$ cat src/rtl/mem_pkg.sv
// Shared encodings for the LC-3b memory path: sequencer states, access size/direction codes
// and the default ready-timeout.
package mem_pkg;

    typedef enum logic [2:0] {
        IDLE,
        A_LOAD,
        A_SETTLE,
        A_WAIT,
        D_LOAD,
        D_SETTLE,
        D_WAIT,
        RESP
    } mem_state_e;

    localparam int unsigned TIMEOUT_DEFAULT = 32;
    localparam int unsigned CNT_W           = 8;

    localparam logic BYTE  = 1'b1;
    localparam logic WORD  = 1'b0;
    localparam logic WRITE = 1'b1;
    localparam logic READ  = 1'b0;

endpackage

$ cat src/rtl/mem_timeout_cnt.sv
// Loadable 8-bit down-counter that bounds each wait-for-ready phase.
module mem_timeout_cnt
    import mem_pkg::*;
(
    input  logic             clk_50,
    input  logic             rst_n,
    input  logic             load,
    input  logic             dec,
    input  logic [CNT_W-1:0] load_val,
    output logic             zero_c
);

    logic [CNT_W-1:0] cnt;

    // Saturates at zero so a stalled wait phase keeps reporting expiry.
    always_ff @(posedge clk_50 or negedge rst_n) begin
        if (!rst_n) begin
            cnt <= '0;
        end else if (load) begin
            cnt <= load_val;
        end else if (dec && (cnt != '0)) begin
            cnt <= cnt - CNT_W'(1);
        end
    end

    assign zero_c = (cnt == '0);

endmodule

$ cat src/rtl/mem_access_ctrl.sv
// Single-outstanding load/store sequencer in front of the LC-3b memory: drives MAR/MDR
// strobes, rw and datasize, waits on mem_r with a timeout, and returns a one-cycle response.
module mem_access_ctrl
    import mem_pkg::*;
#(
    parameter int unsigned TIMEOUT = TIMEOUT_DEFAULT,
    parameter int unsigned AW      = 16
) (
    input  logic          clk_50,
    input  logic          rst_n,
    input  logic          req_valid,
    output logic          req_ready,
    input  logic          req_we,
    input  logic          req_byte,
    input  logic [AW-1:0] req_addr,
    input  logic [AW-1:0] req_wdata,
    output logic          rsp_valid,
    output logic [AW-1:0] rsp_data,
    output logic          rsp_err,
    output logic [AW-1:0] mem_bus,
    output logic          mem_ldMar,
    output logic          mem_ldMdr,
    output logic          mem_rw,
    output logic          mem_datasize,
    input  logic          mem_r,
    input  logic [AW-1:0] mem_mdr
);

    // The counter is checked for zero one cycle after its last decrement, so loading
    // TIMEOUT-1 gives exactly TIMEOUT cycles in a wait state before expiry.
    localparam logic [CNT_W-1:0] CNT_LOAD = CNT_W'(TIMEOUT - 1);

    mem_state_e    state;
    logic [AW-1:0] wdata_q;
    logic          we_q;
    logic          cnt_zero_c;

    mem_timeout_cnt u_timeout_cnt (
        .clk_50   (clk_50),
        .rst_n    (rst_n),
        .load     ((state == A_SETTLE) || (state == D_SETTLE)),
        .dec      ((state == A_WAIT) || (state == D_WAIT)),
        .load_val (CNT_LOAD),
        .zero_c   (cnt_zero_c)
    );

    always_ff @(posedge clk_50 or negedge rst_n) begin
        if (!rst_n) begin
            state        <= IDLE;
            wdata_q      <= '0;
            we_q         <= READ;
            req_ready    <= 1'b0;
            rsp_valid    <= 1'b0;
            rsp_data     <= '0;
            rsp_err      <= 1'b0;
            mem_bus      <= '0;
            mem_ldMar    <= 1'b0;
            mem_ldMdr    <= 1'b0;
            mem_rw       <= READ;
            mem_datasize <= WORD;
        end else begin
            req_ready <= 1'b0;
            rsp_valid <= 1'b0;
            mem_ldMar <= 1'b0;
            mem_ldMdr <= 1'b0;

            case (state)
                IDLE: begin
                    req_ready <= 1'b1;
                    if (req_valid && req_ready) begin
                        req_ready    <= 1'b0;
                        wdata_q      <= req_wdata;
                        we_q         <= req_we;
                        mem_datasize <= req_byte;
                        // Misaligned word access is answered without touching memory.
                        if ((req_byte == WORD) && req_addr[0]) begin
                            state     <= RESP;
                            rsp_valid <= 1'b1;
                            rsp_err   <= 1'b1;
                            rsp_data  <= '0;
                        end else begin
                            state     <= A_LOAD;
                            mem_ldMar <= 1'b1;
                            mem_bus   <= req_addr;
                            mem_rw    <= READ;
                        end
                    end
                end
                A_LOAD:   state <= A_SETTLE;
                A_SETTLE: state <= A_WAIT;
                A_WAIT: begin
                    if (mem_r) begin
                        if (we_q == WRITE) begin
                            state     <= D_LOAD;
                            mem_ldMdr <= 1'b1;
                            mem_rw    <= WRITE;
                            mem_bus   <= (mem_datasize == BYTE) ? AW'(wdata_q[7:0]) : wdata_q;
                        end else begin
                            state     <= RESP;
                            rsp_valid <= 1'b1;
                            rsp_err   <= 1'b0;
                            rsp_data  <= mem_mdr;
                        end
                    end else if (cnt_zero_c) begin
                        state     <= RESP;
                        rsp_valid <= 1'b1;
                        rsp_err   <= 1'b1;
                        rsp_data  <= '0;
                    end
                end
                D_LOAD:   state <= D_SETTLE;
                D_SETTLE: state <= D_WAIT;
                D_WAIT: begin
                    if (mem_r || cnt_zero_c) begin
                        state     <= RESP;
                        rsp_valid <= 1'b1;
                        rsp_err   <= ~mem_r;
                        rsp_data  <= '0;
                        mem_rw    <= READ;
                    end
                end
                RESP: begin
                    state        <= IDLE;
                    req_ready    <= 1'b1;
                    mem_datasize <= WORD;
                end
                default: state <= IDLE;
            endcase
        end
    end

endmodule
$ cat config.mk
export PLATFORM = sky130hd
export DESIGN_NAME = mem_access_ctrl
export DESIGN_NICKNAME = d
export VERILOG_FILES = /design/src/rtl/mem_pkg.sv /design/src/rtl/mem_timeout_cnt.sv /design/src/rtl/mem_access_ctrl.sv
export SDC_FILE = /design/constraint.sdc
export NUM_CORES = 1
export LEC_CHECK = 0
export ABC_AREA = 0
export CAP_MARGIN = 10
export CELL_PAD_IN_SITES_DETAIL_PLACEMENT = 1
export CELL_PAD_IN_SITES_GLOBAL_PLACEMENT = 2
export CORE_MARGIN = 2
export CORE_UTILIZATION = 31
export DETAILED_ROUTE_END_ITERATION = 8
export HOLD_SLACK_MARGIN = 0.12
export MAX_ROUTING_LAYER = met4
export PLACE_DENSITY = 0.83
export SYNTH_ARGS = -nofsm -noshare
export SYNTH_HDL_FRONTEND = slang
export SYNTH_SLANG_ARGS = --single-unit
$ cat constraint.sdc
create_clock -name clk_50 -period 2.8 [get_ports clk_50]
set_input_delay 0.56 -clock clk_50 [delete_from_list [all_inputs] [get_ports clk_50]]
set_output_delay 0.56 -clock clk_50 [all_outputs]
set_load 0.005 [all_outputs]
==> results.md <==
- Status: complete, no violations
- Max_cap viols: 0
- Pre-antenna DRT Iters: 4
- Final core area utilization: 45.1%
- CP Launch Type: input port
- Initial Util: between 30% and 40%
- Hold-fix buffers, CTS: 0
- Initial DRC Count: 70
- DP HPWL: around 5600 microns
- Post-Place Setup Slack: 0.310 ns
- Synth warn: 0
- Final GP Congestion: 0.765
- Largest family of logic cells by synthesized area: compound AO/OA/AOI/OAI gates
- Rel. slew slack: 42.7%
- Die Y: 102 microns
- Critical path data arrival time: 2.39 ns
- Min-Delay Path Class: in -> async
- Core Region: a little over 0.009 sq mm
- Kind of critical path: in -> reg
- Ys async rst share: 100%
- Wire length per cell: 16.1 microns
- Post-CTS Setup Bufs: 0
- Fin Setup TNS: 0 ns
- # DRC: 0
- Worst-Margin Slew: 0.860 ns
- Synth Area in Adders: 0.838%
- Synth Area in Compound Gates: 16.2%
- Global-route usage over all layers: 16.2%
- Cell family with most CP delay: compound AO/OA/AOI/OAI gates
- Largest net degree at the start of global routing: 68
- Share of cells above drive strength 1: 13.1%
- Gr busiest metal: met2
- Mapped cell area: approximately 0.003 sq mm
- Post-CTS sizing: 0
- Clk pin slew, worst setup/hold paths: 0.07 ns
- Final wirelength: 7740 microns
- CP startpoint: mem_r
- Number of global-route vias before repair: 2,488
- Chip width: approximately 100 microns
- Layout area overhead: 40.1%
- Post-synth EDFFs: 0
- Mapped Nets: 310
- CTS tree: done
- Fmax: between 400 and 500 MHz
- Final worst setup slack: roughly 0.7 ns
- GR Util met2: 24.9%
- Reg2reg start: state[1]
- Routing usage on met1: 20.8%
- Post-Synth XOR/XNOR Area: 1.17%
- Multiplexer share of the synthesized area: 10.5%
- Final period util: 75.4%
- Worst-path fanout max: 18
- Mapped Cells: 254
- Clock sinks: 67
- Total number of H-tree levels: 3
- Setup crit end kind: flip-flop
- Number of synthesized register bits: 67
- Simple-gate portion of the synthesized area: between 10% and 20%
- Final setup fails: 0
- Most common flop cell mapped by yosys: dfrtp_1
- Final Critical Period: 2.11 ns
- IO Count: 93
- Full die area: around 0.010 sq mm
- Area share of the largest cell type after synthesis: 56.1%
- Clk_lat worst skew: 0.34 ns
- RSZ-0062 raised after global routing: false
- Global-route wire length before repair: roughly 13,000 microns
- Antenna violations before repair: 0
- Skew final: 0.00836 ns
- Syn Area/Cell: 11.8 sq um
- Post-route ant nets: 0
- Total CTS buffers: 9
- Max Slew Vio Count: 0
- Worst Path Required: 3.07 ns
- Final hold violations: 0
- Via Count: 2,296
- Via/cell ratio: 4.78
- Max rail drop VDD: 0.322 mV
- CTS root buffer: clkbuf_8
- Final nets: 402
- Filler cells: 1,053
- Seq/Total Area, Yosys: 56.1%
- Top post-synthesis cells by area: dfrtp_1 56%, mux2_2 6.8%, a22o_1 4.7%
- GR Overflow Total: 0
- CP max-delay cell: clkdlybuf4s50_1
- Post-synth top area cell: dfrtp_1
- Crit path cell chain: clkdlybuf4s50_1 > a21oi_1 > mux2_2 > a32oi_4 > a22o_1
- CTS Buffer Depth: 2
- CP max stage delay: 0.57 ns
- GR Util met3: under 10%
- Lkg Pwr: 1.82 nW
- Netlist cell types: 46
- IO buf count: 92
- PD cells: 895 mW/mm^2
- Buf/Inv on CP: 1
- # rows: 35
- Antenna Diode Count: 0
[layout make-up]
cell class                 instances  area (sq um)  area share (%)
sequential                        67          1680            40.0
multi-input combinational        167          1220            29.1
timing repair buffer              97           953            22.8
tap                              129           161            3.86
clock buffer                      11           131            3.14
clock inverter                     5          30.0           0.717
inverter                           4          15.0           0.359
[metrics by stage]
stage | hold WS [ns] | cells | total power [mW] | area [sq um]
2_1_floorplan | 0.264 | 254 | 2.36 | 2990
6_report | 0.407 | 480 | 3.75 | 4190
3_3_place_gp | 0.466 | 464 | 3.04 | 4030
5_1_grt | 0.481 | 480 | 4.03 | 4190
4_1_cts | 0.436 | 480 | 3.81 | 4190
3_5_place_dp | 0.474 | 464 | 3.10 | 4030
[kinds of logic after synthesis]
kind of cell | after synthesis
adders and majority gates | 2
xor gates and xnor gates | 4
DFF | 67
muxes | 29
and+or+nand+nor | 66
buffers and inverters | 20
AOI/OAI and AO/OA | 66
[synth_stat cells (all sizes together) (3+ instances only)]
| cell | number |
|---|---|
| dfrtp | 67 |
| nand2 | 28 |
| o21ai | 19 |
| mux2 | 18 |
| a22o | 16 |
| a21oi | 12 |
| buf | 11 |
| mux2i | 11 |
| nor2 | 9 |
| nor3b | 8 |
| clkbuf | 5 |
| a32oi | 4 |
| inv | 4 |
| nand3 | 3 |
| nor3 | 3 |
| o211ai | 3 |
[layout by cell type, fill, tap and decap left out, drive strengths merged, types with 4 or more instances in the layout]
cell	instances
o21ai	19
nor2	9
mux2	18
a32oi	4
clkbuf	11
a21oi	12
dfrtp	67
mux2i	11
nand2	28
nor3b	8
buf	6
a22o	16
inv	4
clkdlybuf4s50	91
[worst paths after layout]
check	slack, ns	endpoint	cells after the start
max reg2reg	0.72	rsp_data[11]	5
min reg2reg	0.48	mem_bus[0]	2
max	0.69	rsp_data[11]	5
min	0.41	rsp_data[5]	2
min in group clk_50	0.48	mem_bus[0]	2
max in group asynchronous	1.83	mem_datasize	2
[routing by layer]
layer	up-vias	routed length, microns
met5	-	0
met4	0	148
met3	11	286
met2	51	3640
met1	1141	3660
li1	1093	-
[power by group]
| part | switching [mW] | internal (mW) | leakage (nW) |
|---|---|---|---|
| clock network | 0.361 | 0.317 | 0.0791 |
| logic | 0.622 | 0.836 | 0.878 |
| registers | 0.306 | 1.30 | 0.860 |
| total | 1.29 | 2.46 | 1.82 |
[sequential cells by signal, indices dropped and copies added, names as in the netlist, 3 cells and up]
register           flops
mem_bus               16
u_timeout_cnt.cnt      8
wdata_q               16
state                  3
rsp_data              16
(Power assumes the default switching activity.)
==> RTL edit 1, RTL diff (config.mk and constraints unchanged) <==
The 8 states of `mem_state_e` get a Gray code encoding in 3 bits.
--- a/src/rtl/mem_pkg.sv
+++ b/src/rtl/mem_pkg.sv
@@ -3,14 +3,14 @@
 package mem_pkg;
 
     typedef enum logic [2:0] {
-        IDLE,
-        A_LOAD,
-        A_SETTLE,
-        A_WAIT,
-        D_LOAD,
-        D_SETTLE,
-        D_WAIT,
-        RESP
+        IDLE     = 3'b000,
+        A_LOAD   = 3'b001,
+        A_SETTLE = 3'b011,
+        A_WAIT   = 3'b010,
+        D_LOAD   = 3'b110,
+        D_SETTLE = 3'b111,
+        D_WAIT   = 3'b101,
+        RESP     = 3'b100
     } mem_state_e;
 
     localparam int unsigned TIMEOUT_DEFAULT = 32;
Behaviour: no difference found for any inputs over 4 cycles, from zero or initial values and one cycle with rst_n low; so few cycles prove little.
==> RTL edit 1 against the original RTL <==
  * Sequential cell count unchanged
  * Power rose by 11%
  * Synthesized area shrank 0.59%
  * Wire length is 1.4% lower
  * Combinational power rose by 17%
  * First-iteration DRC count grew 36%
  * Fmax decreased by 6.8%
  * Worst setup slack worse by 0.15 ns
  * Final area increased by 0.75%
  * Largest cell class unchanged
==> RTL edit 1: results (changes against the original RTL) <==
Outcome
  • Outcome: complete, no violations (unchanged)

Global routing
  • Global-route wire length before repair: 12.5 mm (about the same)
  • Initial antenna violation count: 0 (unchanged)
  • Vias in the first global route: 2507 (was 2488)
  • Gr usage total: 16.2% (about the same)

Synthesis
  • Largest cells by area after synthesis: dfrtp_1 (56%), nand2_1 (8.6%), a22o_1 (5.0%) (was dfrtp_1 (56%), mux2_2 (6.8%), a22o_1 (4.7%))
  • YS warnings: 0 (unchanged)
  • Ys async rst share: 100% (unchanged)
  • Synth cell types: 43 (was 46)
  • Synth cell count leaders: nand2_1 (68), dfrtp_1 (67), a22o_1 (17), a21oi_1 (13), o21ai_0 (11) (was dfrtp_1 (67), nand2_1 (28), mux2_2 (18), o21ai_0 (17), a22o_1 (16))
  • Sequential area share after synthesis: 56.4% (was 56.1%)
  • Net Count, Synth: 340 (was 310)

Clock network
  • Setup Buffers After CTS: 0 (unchanged)
  • Clock Latency Late Sink: 0.35 ns
  • Longest Clk Path Bufs: 2 (unchanged)
  • CTS buffer count: 9 (unchanged)
  • Post-CTS Resized: 0 (unchanged)
  • Root buffer cell: clkbuf_8 (unchanged)
  • Worst-path clk slew: 0.07 ns (about the same)

Final layout
  • Number of diodes: 0 (unchanged)
  • Layout cells sized above 1: 8.90% (was 13.1%)
  • Net count, final: 435 (was 402)

Power and ir drop
  • P_leak: 1.91 nW (was 1.82 nW)
  • Int Power: 2.76 mW (was 2.46 mW)
  • VDD IR max: 0.000290 V (was 0.000322 V)

Worst setup path
  • R2R Setup Slk: 0.53 ns (was 0.72 ns)
  • CP arrival: 2.49 ns (was 2.39 ns)
  • Reg2reg path depth: 5 (unchanged)
  • FF-to-FF Start: state[1]$_DFFE_PN0P_ (unchanged)
  • Reg2reg end: rsp_data[13]$_DFFE_PN0P_ (was rsp_data[11]$_DFFE_PN0P_)

Placement
  • I/O Buffers: 92 (unchanged)
  • DP HPWL: 5.42 mm (was 5.56 mm)
  • GPL Wtd Cong: 0.843 (was 0.765)

Routing
  • WL final: 7.63 mm (was 7.74 mm)
  • DR vias/cell: 4.75 (was 4.78)
  • DR pass1 iterations: 4 (unchanged)
  • Starting DRT DRC Count: 95 (was 70)

Worst hold path
  • Worst hold path type: input pin to async pin (unchanged)

Timing
  • WHS: 0.316 ns (was 0.407 ns)
  • Skew final: 0.00761 ns (was 0.00836 ns)
  • Rel. slew slack: 43.9% (was 42.7%)
-- RTL edit 1: worst max path at each step --
stage | cells after the start | to | from
detailed placement | 5 | mem_bus[12]$_DFFE_PN0P_ | req_addr[0]
floorplan | 4 | mem_bus[10]$_DFFE_PN0P_ | req_addr[0]
CTS | 5 | rsp_data[13]$_DFFE_PN0P_ | state[1]$_DFFE_PN0P_
global route | 4 | u_timeout_cnt.cnt[5]$_DFFE_PN0P_ | state[1]$_DFFE_PN0P_
global placement | 5 | mem_bus[10]$_DFFE_PN0P_ | req_addr[0]
finish | 5 | rsp_data[13]$_DFFE_PN0P_ | state[1]$_DFFE_PN0P_
-- RTL edit 1: cell type report --
cell class | count | area (um2)
Timing Repair Buffer | 99 | 971
Inverter | 5 | 18.8
Multi-Input combinational cell | 197 | 1210
Clock buffer | 11 | 141
Clock inverter | 3 | 40.0
Tap cell | 129 | 161
Sequential cell | 67 | 1680
Fill cell | 1059 | 5070
-- RTL edit 1: metal layers --
metal  global-route usage (%)  routed length [um]  vias to the layer above
met4                     6.15                 131                        0
met2                     25.7                3640                       55
met3                     3.69                 304                       12
met1                     20.3                3550                     1172
li1                         -                   -                     1186
met5                        -                   0                        -
-- RTL edit 1: logic make-up (layout without fill, tap and decap cells) --
logic type               Yosys count  count (layout)  synth area share (%)
AND/OR/NAND/NOR                  109             109                  17.5
buffers and inverters             20             118                  2.86
adder cells (fa/ha/maj)            2               2                 0.842
flip-flops                        67              67                  56.4
multiplexers                      18              18                  6.40
AO/OA/AOI/OAI                     67              67                  15.7
XOR/XNOR                           1               1                 0.295
-- RTL edit 1: power groups by stage --
stage | Clock, mW | Combinational, mW | Sequential [mW]
3_3_place_gp | 0 | 1.70 | 1.68
2_1_floorplan | 0 | 0.937 | 1.61
3_5_place_dp | 0 | 1.74 | 1.69
5_1_grt | 0.839 | 1.92 | 1.73
4_1_cts | 0.809 | 1.75 | 1.68
6_report | 0.769 | 1.71 | 1.67
-- RTL edit 1: critical path: stages, from the launching register on --
cell,delay [ns]
dfrtp_1,0.52
or3b_1,0.70
o21ai_1,0.33
a22oi_2,0.11
buf_4,0.22
a22o_1,0.26
-- RTL edit 1: through the flow --
stage | area (um2) | worst slack (ns) | std cells
2_1_floorplan | 2970 | 0.925 | 284
6_report | 4220 | 0.534 | 511
4_1_cts | 4220 | 0.534 | 511
3_5_place_dp | 4040 | 0.522 | 497
3_3_place_gp | 4040 | 0.520 | 497
5_1_grt | 4220 | 0.444 | 511
==> RTL edit 2, RTL diff (config.mk and constraints unchanged) <==
Without the edit above. The parameter `AW` goes from 16 to 15.
--- a/src/rtl/mem_access_ctrl.sv
+++ b/src/rtl/mem_access_ctrl.sv
@@ -4,7 +4,7 @@
     import mem_pkg::*;
 #(
     parameter int unsigned TIMEOUT = TIMEOUT_DEFAULT,
-    parameter int unsigned AW      = 16
+    parameter int unsigned AW      = 15
 ) (
     input  logic          clk_50,
     input  logic          rst_n,
Interface: changed (5 resized); port bits go from 93 to 88. No check against the original RTL was run, so the function may have changed too.
==> RTL edit 2 against the original RTL <==
  * Count of clock-buffer cells in the layout shrank 2
  * Worst hold slack lost 0.17 ns
  * Sequential cell count shrank 3
  * Power grew 11%
  * Fmax shrank 3.5%
  * Final cell count shrank 8.3%
  * Die area shrank 2.1%
  * Critical path type unchanged
  * Combinational power grew 14%
  * Wire length shrank 8.4%
  * Worst setup slack lost 0.076 ns
  * Critical endpoint is now mem_bus[1]$_DFFE_PN0P_
  * Synthesized area shrank 2.1%
  * Highest routed layer unchanged
  * Final area shrank 1.0%
  * Utilization is essentially flat
==> RTL edit 2: results (changes against the original RTL) <==
Routing
  • DR vias/cell: 4.90 (was 4.78)
  • Starting DRT DRC Count: 61 (was 70)
  • WL met2: 3.53 mm (was 3.64 mm)

Power and ir drop
  • Net Sw Frac: 33.1% (was 34.4%)
  • Int Power: 2.78 mW (was 2.46 mW)
  • P_leak: 1.78 nW (was 1.82 nW)

Global routing
  • Vias in the first global route: 2377 (was 2488)
  • Gr usage total: 15.2% (was 16.2%)
  • GRT met2 Usage: 25.4% (was 24.9%)
  • Met1 global-route usage: 18.3% (was 20.8%)

Placement
  • Placed cell count: 424 (was 464)
  • GPL Wtd Cong: 0.751 (was 0.765)
  • I/O Buffers: 87 (was 92)

Synthesis
  • Synthesized area: 2920 um2 (was 2990 um2)
  • Net Count, Synth: 286 (was 310)
  • Gate Count Post-Synth: 233 (was 254)

Final layout
  • Area of the multi-input gates: 1190 um2 (was 1220 um2)
  • Non-CTS inverters: 12 (was 4)
  • Multi-input comb cells: 144 (was 167)
  • Net count, final: 377 (was 402)
  • Clkbuf count: 9 (was 11)
  • FILL cells: 990 (was 1053)
  • Area Growth Syn to Fin: 41.7% (was 40.1%)

Outcome
  • Outcome: complete, no violations (unchanged)

Timing
  • Rel. slew slack: 58.4% (was 42.7%)
  • Skew final: 0.0191 ns (was 0.00836 ns)
  • Final min period: 2.19 ns (was 2.11 ns)

Worst setup path
  • Crit path max-delay family: buffers and inverters (was compound AO/OA/AOI/OAI gates)
  • Reg2reg end: mem_bus[5]$_DFFE_PN0P_ (was rsp_data[11]$_DFFE_PN0P_)
==> RTL edit 2: cell count changes in the layout (fill, tap and decap cells not counted), sizes merged, moves of 2 or more <==
cell | unedited run | this run
or3 | 1 | 4
dfrtp | 67 | 64
inv | 4 | 14
a32oi | 4 | 1
or4 | 1 | 3
bufinv | 0 | 2
xnor2 | 2 | 0
mux2 | 18 | 32
clkdlybuf4s50 | 91 | 86
o21ai | 19 | 5
nand2 | 28 | 11
clkbuf | 11 | 9
nand2b | 2 | 4
a21oi | 12 | 10
==> RTL edit 2: kinds of logic (layout without fill, tap and decap cells) <==
logic type / after synthesis / count (layout) / share of synthesized area [%]
xor+xnor: 2 / 2 / 0.599
flops: 64 / 64 / 54.8
compound gates: 43 / 43 / 12.4
buf+inv: 25 / 121 / 4.36
simple gates: 54 / 54 / 11.0
mux: 43 / 43 / 16.1
fa+ha+maj: 2 / 2 / 0.856
